==> src/rtl/stream_ctrl_pkg.sv <==
// stream_ctrl_pkg: shared state encoding and trigger mode constants for the capture controller
package stream_ctrl_pkg;
  typedef enum logic [1:0] {S_IDLE, S_ARMED, S_CAPTURE} state_t;
  localparam logic [1:0] TRIG_RISE  = 2'd0;
  localparam logic [1:0] TRIG_FALL  = 2'd1;
  localparam logic [1:0] TRIG_LEVEL = 2'd2;
  localparam logic [1:0] TRIG_SW    = 2'd3;
endpackage

==> src/rtl/stream_ring_fifo.sv <==
// stream_ring_fifo: register-based first-word-fall-through ring buffer with drop-oldest and clear
module stream_ring_fifo #(
  parameter int DATA_WIDTH = 16,
  parameter int DEPTH      = 256,
  localparam int AW = $clog2(DEPTH)
) (
  input  logic                  clk,
  input  logic                  resetn,
  input  logic                  push,
  input  logic                  pop,
  input  logic                  drop,
  input  logic                  clear,
  input  logic [DATA_WIDTH-1:0] din,
  output logic [DATA_WIDTH-1:0] dout,
  output logic                  full,
  output logic                  empty,
  output logic [AW:0]           count
);
  logic [DATA_WIDTH-1:0] mem_q [DEPTH];
  logic [AW-1:0] wr_q, wr_d, rd_q, rd_d;
  logic [AW:0] cnt_q, cnt_d;
  logic rm;
  always_comb begin
    rm = pop | drop;
    wr_d = clear ? '0 : wr_q + AW'(push);
    rd_d = clear ? '0 : rd_q + AW'(rm);
    cnt_d = clear ? '0 : cnt_q + (AW+1)'(push) - (AW+1)'(rm);
  end
  always_ff @(posedge clk) begin
    if (!resetn) begin
      wr_q <= '0;
      rd_q <= '0;
      cnt_q <= '0;
    end else begin
      wr_q <= wr_d;
      rd_q <= rd_d;
      cnt_q <= cnt_d;
    end
  end
  // data storage needs no reset; occupancy alone decides what is valid
  always_ff @(posedge clk) begin
    if (push) mem_q[wr_q] <= din;
  end
  assign dout = mem_q[rd_q];
  assign full = cnt_q == (AW+1)'(DEPTH);
  assign empty = cnt_q == '0;
  assign count = cnt_q;
endmodule

==> src/rtl/stream_capture_ctrl.sv <==
// stream_capture_ctrl: pre/post-trigger AXI-Stream capture with multi-frame re-arming
module stream_capture_ctrl
  import stream_ctrl_pkg::*;
#(
  parameter int DATA_WIDTH = 16,
  parameter int PRE_DEPTH  = 256,
  parameter int CNT_WIDTH  = 32,
  localparam int AW = $clog2(PRE_DEPTH)
) (
  input  logic                  clk,
  input  logic                  resetn,
  input  logic [AW:0]           pre_samples,
  input  logic [CNT_WIDTH-1:0]  post_samples,
  input  logic [15:0]           frames,
  input  logic [1:0]            trig_mode,
  input  logic                  arm,
  input  logic                  sw_trig,
  input  logic                  abort,
  input  logic                  trig,
  input  logic [DATA_WIDTH-1:0] stream_i_tdata,
  input  logic                  stream_i_tvalid,
  output logic                  stream_i_tready,
  output logic [DATA_WIDTH-1:0] stream_o_tdata,
  output logic                  stream_o_tvalid,
  output logic                  stream_o_tlast,
  output logic                  stream_o_tuser,
  input  logic                  stream_o_tready,
  output logic                  busy,
  output logic                  armed,
  output logic                  done,
  output logic [15:0]           frame_cnt
);
  state_t state_q, state_d;
  logic trig_old_q, done_q, done_d;
  logic [AW:0] pre_cnt_q, pre_cnt_d, pre_clamp, fifo_count;
  logic [CNT_WIDTH:0] frame_len_q, frame_len_d, out_idx_q, out_idx_d;
  logic [CNT_WIDTH-1:0] post_rem_q, post_rem_d, post_eff;
  logic [15:0] frame_cnt_q, frame_cnt_d, frames_eff;
  logic trig_evt, last_frame, last_hs, push, pop, drop, clear, full, empty;
  assign pre_clamp = pre_samples > (AW+1)'(PRE_DEPTH) ? (AW+1)'(PRE_DEPTH) : pre_samples;
  assign post_eff = post_samples == '0 ? CNT_WIDTH'(1) : post_samples;
  assign frames_eff = frames == '0 ? 16'd1 : frames;
  assign last_frame = frame_cnt_q + 16'd1 == frames_eff;
  assign trig_evt = !abort && state_q == S_ARMED && (sw_trig
    || (trig_mode == TRIG_RISE && trig && !trig_old_q)
    || (trig_mode == TRIG_FALL && !trig && trig_old_q)
    || (trig_mode == TRIG_LEVEL && trig));
  always_ff @(posedge clk) begin
    if (!resetn) begin
      state_q <= S_IDLE;
      trig_old_q <= 1'b0;
      done_q <= 1'b0;
      pre_cnt_q <= '0;
      frame_len_q <= '0;
      out_idx_q <= '0;
      post_rem_q <= '0;
      frame_cnt_q <= '0;
    end else begin
      state_q <= state_d;
      trig_old_q <= trig;
      done_q <= done_d;
      pre_cnt_q <= pre_cnt_d;
      frame_len_q <= frame_len_d;
      out_idx_q <= out_idx_d;
      post_rem_q <= post_rem_d;
      frame_cnt_q <= frame_cnt_d;
    end
  end
  always_comb begin
    state_d = state_q;
    if (abort) state_d = S_IDLE;
    else if (state_q == S_IDLE && arm) state_d = S_ARMED;
    else if (trig_evt) state_d = S_CAPTURE;
    else if (last_hs) state_d = last_frame ? S_IDLE : S_ARMED;
    pre_cnt_d = trig_evt ? fifo_count : pre_cnt_q;
    frame_len_d = trig_evt ? (CNT_WIDTH+1)'(fifo_count) + {1'b0, post_eff} : frame_len_q;
    post_rem_d = trig_evt ? post_eff - CNT_WIDTH'(push)
               : (state_q == S_CAPTURE && push) ? post_rem_q - 1'b1 : post_rem_q;
    out_idx_d = clear ? '0 : out_idx_q + (CNT_WIDTH+1)'(pop);
    frame_cnt_d = (state_q == S_IDLE && arm && !abort) ? '0
                : last_hs ? frame_cnt_q + 16'd1 : frame_cnt_q;
    done_d = last_hs && last_frame;
  end
  // the trigger beat is a post sample, so a full buffer stalls it rather than evicting a pre sample
  always_comb begin
    stream_i_tready = !abort && (state_q == S_ARMED ? !(full && trig_evt)
                    : state_q == S_CAPTURE && post_rem_q != '0 && !full);
    stream_o_tvalid = !abort && state_q == S_CAPTURE && !empty;
    push = stream_i_tvalid && stream_i_tready;
    pop = stream_o_tvalid && stream_o_tready;
    drop = state_q == S_ARMED && push && !trig_evt && fifo_count == pre_clamp;
    stream_o_tuser = stream_o_tvalid && out_idx_q == (CNT_WIDTH+1)'(pre_cnt_q);
    stream_o_tlast = stream_o_tvalid && out_idx_q == frame_len_q - 1'b1;
    last_hs = pop && stream_o_tlast;
    clear = abort || (state_q == S_IDLE && arm) || last_hs;
  end
  stream_ring_fifo #(.DATA_WIDTH(DATA_WIDTH), .DEPTH(PRE_DEPTH)) u_fifo (
    .clk(clk), .resetn(resetn), .push(push), .pop(pop), .drop(drop), .clear(clear),
    .din(stream_i_tdata), .dout(stream_o_tdata), .full(full), .empty(empty), .count(fifo_count)
  );
  assign busy = state_q != S_IDLE;
  assign armed = state_q == S_ARMED;
  assign done = done_q;
  assign frame_cnt = frame_cnt_q;
endmodule

==> config.mk <==
export PLATFORM = sky130hd
export DESIGN_NAME = stream_capture_ctrl
export DESIGN_NICKNAME = d
export VERILOG_FILES = /design/src/rtl/stream_ctrl_pkg.sv /design/src/rtl/stream_ring_fifo.sv /design/src/rtl/stream_capture_ctrl.sv
export SDC_FILE = /design/constraint.sdc
export NUM_CORES = 2
export LEC_CHECK = 0
export CORE_MARGIN = 1
export CORE_UTILIZATION = 50
export DETAILED_ROUTE_END_ITERATION = 10
export PLACE_DENSITY = 0.65
export SLEW_MARGIN = 40
export SYNTH_ARGS = -nofsm -noshare
export SYNTH_HDL_FRONTEND = slang
export SYNTH_HIERARCHICAL = 1
export SYNTH_SLANG_ARGS = --single-unit
==> constraint.sdc <==
create_clock -name clk -period 6.45 [get_ports clk]
set_input_delay 1.935 -clock clk [delete_from_list [all_inputs] [get_ports clk]]
set_output_delay 1.935 -clock clk [all_outputs]
set_load 0.1 [all_outputs]
# Word-level counts from Yosys, hierarchy flattened

Memory sizes are Yosys's and may differ from the RTL's. A register that Yosys moved wholly into a read port is not among the register bits.
Index checks and enable logic that the tools add are counted.

Bitwise logic cells: 2
Add/sub/neg operators: 10
Multiplexer cells: 13
Order comparisons: 1
Equal/unequal tests: 9
Reductions and logical operators: 51

Operator list:

| kind                                                                  | count |
|---|---|
| 32-bit 2-to-1 mux                                                     | 3 |
| 33-bit by 1-bit adder with 33-bit output                              | 1 |
| 9-bit by 32-bit adder with 33-bit output                              | 1 |
| 33-bit equality test                                                  | 1 |
| 33-bit by 9-bit equality test with 1-bit output                       | 1 |
| 33-bit by 1-bit subtractor with 33-bit output (second input constant) | 1 |
| 32-bit zero test                                                      | 1 |
| 32-bit nonzero test                                                   | 1 |
| 32-bit by 1-bit subtractor with 32-bit output                         | 1 |
| 32-bit by 1-bit subtractor with 32-bit output (second input constant) | 1 |
| 1-bit logical AND                                                     | 25 |
| 16-bit by 1-bit adder with 16-bit output (second input constant)      | 1 |
| 8-bit by 1-bit adder with 8-bit output                                | 2 |
| 16-bit equality test                                                  | 1 |
| 16-bit zero test                                                      | 1 |
| 16-bit 2-to-1 mux                                                     | 1 |
| 9-bit by 1-bit adder with 9-bit output                                | 1 |
| 9-bit equality test                                                   | 1 |
| 9-bit equality test (second input constant)                           | 1 |
| 9-bit > comparator (second input constant)                            | 1 |
| 9-bit zero test                                                       | 1 |
| 9-bit 2-to-1 mux                                                      | 1 |
| 9-bit by 1-bit subtractor with 9-bit output                           | 1 |
| 8-bit 2-to-1 mux                                                      | 1 |
| other kinds (13)                                                      | 35 |

Input bits: 83
RAM bits: 4096
Memories: 1
Register bits: 152

Memories:

| memory       | depth | width | rd ports | clocked after memory_dff | write ports | RTL line               | source |
|---|---|---|---|---|---|---|---|
| u_fifo.mem_q | 256   | 16    | 1        | 1                        | 1           | stream_ring_fifo.sv:19 | `logic [DATA_WIDTH-1:0] mem_q [DEPTH];` |

# Logic depth before layout (Yosys ltp)

Word-level depth: 18
Gate-level depth with buffers: 23
Mapped depth without buffers: 23

# Cells and area by module

Netlist, hierarchy kept.

Modules (own cells, without submodules):

| module              | area each (um^2) | times used | cells each | seq. area each (um^2) |
|---|---|---|---|---|
| stream_ring_fifo    | 158654.7         | 1          | 7221       | 123498.4 |
| stream_capture_ctrl | 9308.9           | 1          | 1198       | 2542.4 |

# Least setup slack after synthesis

No wires, ideal clock.

Kind: input-to-output
Start: in abort
End: out stream_o_tuser
Arrival time: 7.053 ns
Stages on the path: 4
Slack: -2.538 ns
Buffers on the path: 1
Cell sequence: clkbuf_1 -> nor4b_2 -> nand4_1 -> nor4_1

Word-level cells in the longest chain between the ends: 4

Ends and longest elaborated chain:

| element                        | RTL line                  | source |
|---|---|---|
| start: declaration             | stream_capture_ctrl.sv:18 | `input logic abort,` |
| 1-bit zero test                | stream_capture_ctrl.sv:88 | `stream_o_tvalid = !abort && state_q == S_CAPTURE && !empty;` |
| 1-bit logical AND (2 in a row) | stream_capture_ctrl.sv:88 |  |
| via stream_o_tvalid            | stream_capture_ctrl.sv:24 | `output logic stream_o_tvalid,` |
| 1-bit logical AND              | stream_capture_ctrl.sv:92 | `stream_o_tuser = stream_o_tvalid && out_idx_q == (CNT_WIDTH+1)'(pre_cnt_q);` |
| end: declaration               | stream_capture_ctrl.sv:26 | `output logic stream_o_tuser,` |

The timed path passes the listed nets, and every way through them passes these cells.

==> flow_metrics.tcl <==
set metrics [dict create \
    r2r_end "u_fifo/count[8]" \
    whs_ns 0.486 \
    ys.flop_type "edfxtp_1" \
    yosys.area.top_type "edfxtp_1" \
    crit_path_end_kind "output port" \
    synth_seq_area_share 0.750 \
    gp_congestion 0.883 \
    wl_microns 490000 \
    tightest_slew_ns 0.929 \
    critPathRequiredTime_ns 4.51 \
    numPortBuffers 121 \
    ys_ff_latch 4248 \
    whs_endpoint "pre_cnt_q[7]" \
    dieArea_sq_um 338000 \
    cp_max_fo 15 \
    violations "setup timing" \
    io_pins 122 \
    cpMostUsedCell "buf_12" \
    min_path_type "reg -> reg" \
    crit_chain "buf_12 > buf_12 > buf_12 > inv_1 > buf_4 > nor3_1 > buf_4 > a221oi_1 > o21ai_1 > a211oi_1 > nor3_1 > a31o_1 > buf_12" \
    die_x_microns 582 \
    crit_start "u_fifo/rd_q[1]" \
    maxCapViolCount 0 \
    p_per_area_nw_per_um2 284 \
    std_cell_rows 212 \
    cts_tree "yes" \
    power.total_mw 55.2 \
    synth.area.top_cells "edfxtp_1, mux4_2, mux2i_1" \
    max_freq_ghz 0.155 \
    cts_made_buffers 421 \
    ir_drop_mv 0.250 \
    avgSynthCellArea_sq_um 20.0 \
    clk-insertion-delay-late_ns 0.97 \
    cp.arrival_ns 4.54 \
    ys_async_sr_fraction 0 \
    start_util 0.503 \
    area_growth_pct 15.9 \
    synth-edff-count 4096 \
    synth_cell_type_count 99 \
    worstSetupPathType "reg -> out" \
    hp-start "pre_cnt_q[7]" \
    slew-limit-headroom 0.378 \
    finalCritPeriodShare 1.00 \
    grt.overflow.total 0 \
    drive_above_1_share 0.280 \
    drt-initial-drc-count 13300 \
    route.vias.total 91700 \
    startpoint_type "flop" \
    grt_pass1_vias 89400 \
    hold_viol_final 0 \
    max_stage_delay_ns 0.48 \
    critical_path.slowest_cell "a211oi_1" \
    final_util 0.583 \
    timing.rr.start "post_rem_q[23]" \
    cts.htree.levels 5 \
    antenna_left 0 \
    drcViolationCount 0 \
    grt_max_degree 157 \
    dp_cells 13200 \
    fin_cells 14000 \
    synth_area_sq_um 168000 \
    ff2ff_path_depth 20 \
    clock_path_buffers 4 \
    die_h_microns 582 \
    rsz0062_at_grt "yes" \
    synth_top_cell_area_share 0.732 \
    grt_use_total 0.287 \
    worst-r2r-setup-slack_ns 1.30 \
    dpl.hpwl_microns 301000 \
    synth_cells 8419 \
    setup_slack_ns -0.0211 \
    root_buffer "clkbuf_16" \
    grt_pass1_wl_microns 684000 \
    leakage_nw 60.5 \
    coreArea_sq_um 334000 \
    period_minus_slack_ns 6.47 \
    yosys_warnings 6 \
    ys_top_cells_by_count "edfxtp_1, mux4_2, nor2_1" \
    clock-sinks 4248 \
    wl_per_cell_microns 35.0 \
    status "finished, violations left" \
    nets 9390 \
    syn_nets 8536 \
    path_clk_slew_ns 0.06 \
    maxSlewViolCount 0 \
    setup_viol 3 \
    synth.most_common_cell "edfxtp_1" \
    viasPerCell 6.54 \
    finClkSkew_ns 0.0465 \
    antenna_found_initial 31 \
    path_delay_family "compound AO/OA/AOI/OAI gates" \
    firstDrtPassIters 5 \
    pre_cts_ws_ns 0.0227 \
    min_path_cells 2 \
    cp_num_buf_inv 7 \
]
## area by class of cell
cell class | count | area, sq um
Antenna cell | 8 | 20.0
Multi-Input combinational cell | 3600 | 39800
Clock buffer | 530 | 11200
Fill cell | 24000 | 139000
Inverter | 44 | 173
Tap cell | 4387 | 5490
Clock inverter | 239 | 2200
Timing Repair Buffer | 958 | 9700
Sequential cell | 4248 | 126000
## sequential cells by signal (all words and copies together) (netlist names)
name / count
post_rem_q: 32
trig_old_q: 1
u_fifo/mem_q: 4096
u_fifo/rd_q: 8
u_fifo/count: 9
u_fifo/wr_q: 8
frame_cnt: 16
done: 1
state_q: 2
pre_cnt_q: 9
out_idx_q: 33
frame_len_q: 33
## worst max path at each step
stage	endpoint	slack [ns]	depth (start not counted)
after floorplan	stream_o_tuser	-0.60	4
after global placement	frame_len_q[22]	-0.15	17
after detailed placement	frame_len_q[28]	0.02	17
after CTS	stream_o_tdata[7]	-0.06	14
after global routing	stream_o_tdata[6]	-0.03	13
final	stream_o_tdata[15]	-0.02	13
## worst register-to-register path: cells and delay by family, from the launching register on
| family | cells | cell delay (ns) |
|---|---|---|
| adder cells (fa/ha/maj) | 3 | 0.91 |
| buffers and inverters | 1 | 0.04 |
| AND/OR/NAND/NOR | 8 | 2.38 |
| XOR/XNOR | 1 | 0.15 |
| flip-flops | 1 | 0.36 |
| AO/OA/AOI/OAI | 7 | 1.19 |
## cells by family after synthesis
logic type	after synthesis	synth area share
xor gates and xnor gates	203	0.0106
muxes	1257	0.143
DFF	4248	0.750
buffers and inverters	571	0.0196
AOI/OAI and AO/OA	977	0.0403
adders and majority gates	34	0.00262
and+or+nand+nor	1129	0.0331
## power breakdown
group | total (mW) | internal (mW) | switching (mW)
clock network | 24.0 | 13.7 | 10.3
logic | 0.948 | 0.218 | 0.731
registers | 30.2 | 30.2 | 0.0195
total | 55.2 | 44.2 | 11.1
## metrics by stage
stage / TNS (ns) / area (sq um)
after floorplan: -0.949 / 168000
after global placement: -0.606 / 179000
after detailed placement: 0 / 179000
after CTS: -0.128 / 194000
after global routing: -0.0621 / 195000
final: -0.0454 / 195000
## layer usage
layer / track usage / vias up / part of all wire
met1: 0.408 / 48600 / 0.38
met5: 0 / - / 0.00019
met2: 0.436 / 5525 / 0.46
met3: 0.0703 / 819 / 0.12
met4: 0.101 / 12 / 0.039
li1: - / 36700 / -
## cell usage in the layout, fill, tap and decap left out, types with 41 or more instances in the layout
cell type        count
edfxtp_1          4096
mux4_2             909
buf_4              689
clkbuf_16          438
mux2i_1            327
nor2_1             279
nand2_1            219
a22oi_1            196
a21oi_1            180
dfxtp_1            144
o21ai_0            124
xnor2_1            118
buf_12             109
nor2_2             107
clkbuf_1            94
clkinv_1            90
xor2_1              85
nand3_1             83
nor4_1              79
a221oi_1            73
clkinv_2            72
clkdlybuf4s50_1     65
nor3_1              61
nand4_1             46
o221ai_1            45
o22ai_1             45
a211oi_1            42
inv_1               41
## what timing repair did
action	in CTS	in global routing
resized for setup	117	60
endpoints found under the setup margin	16	16
cloned	7	5
buffers inserted	22	42
hold buffers	0	0
pin swaps	10	13
Power figures use the tool's default switching activity.
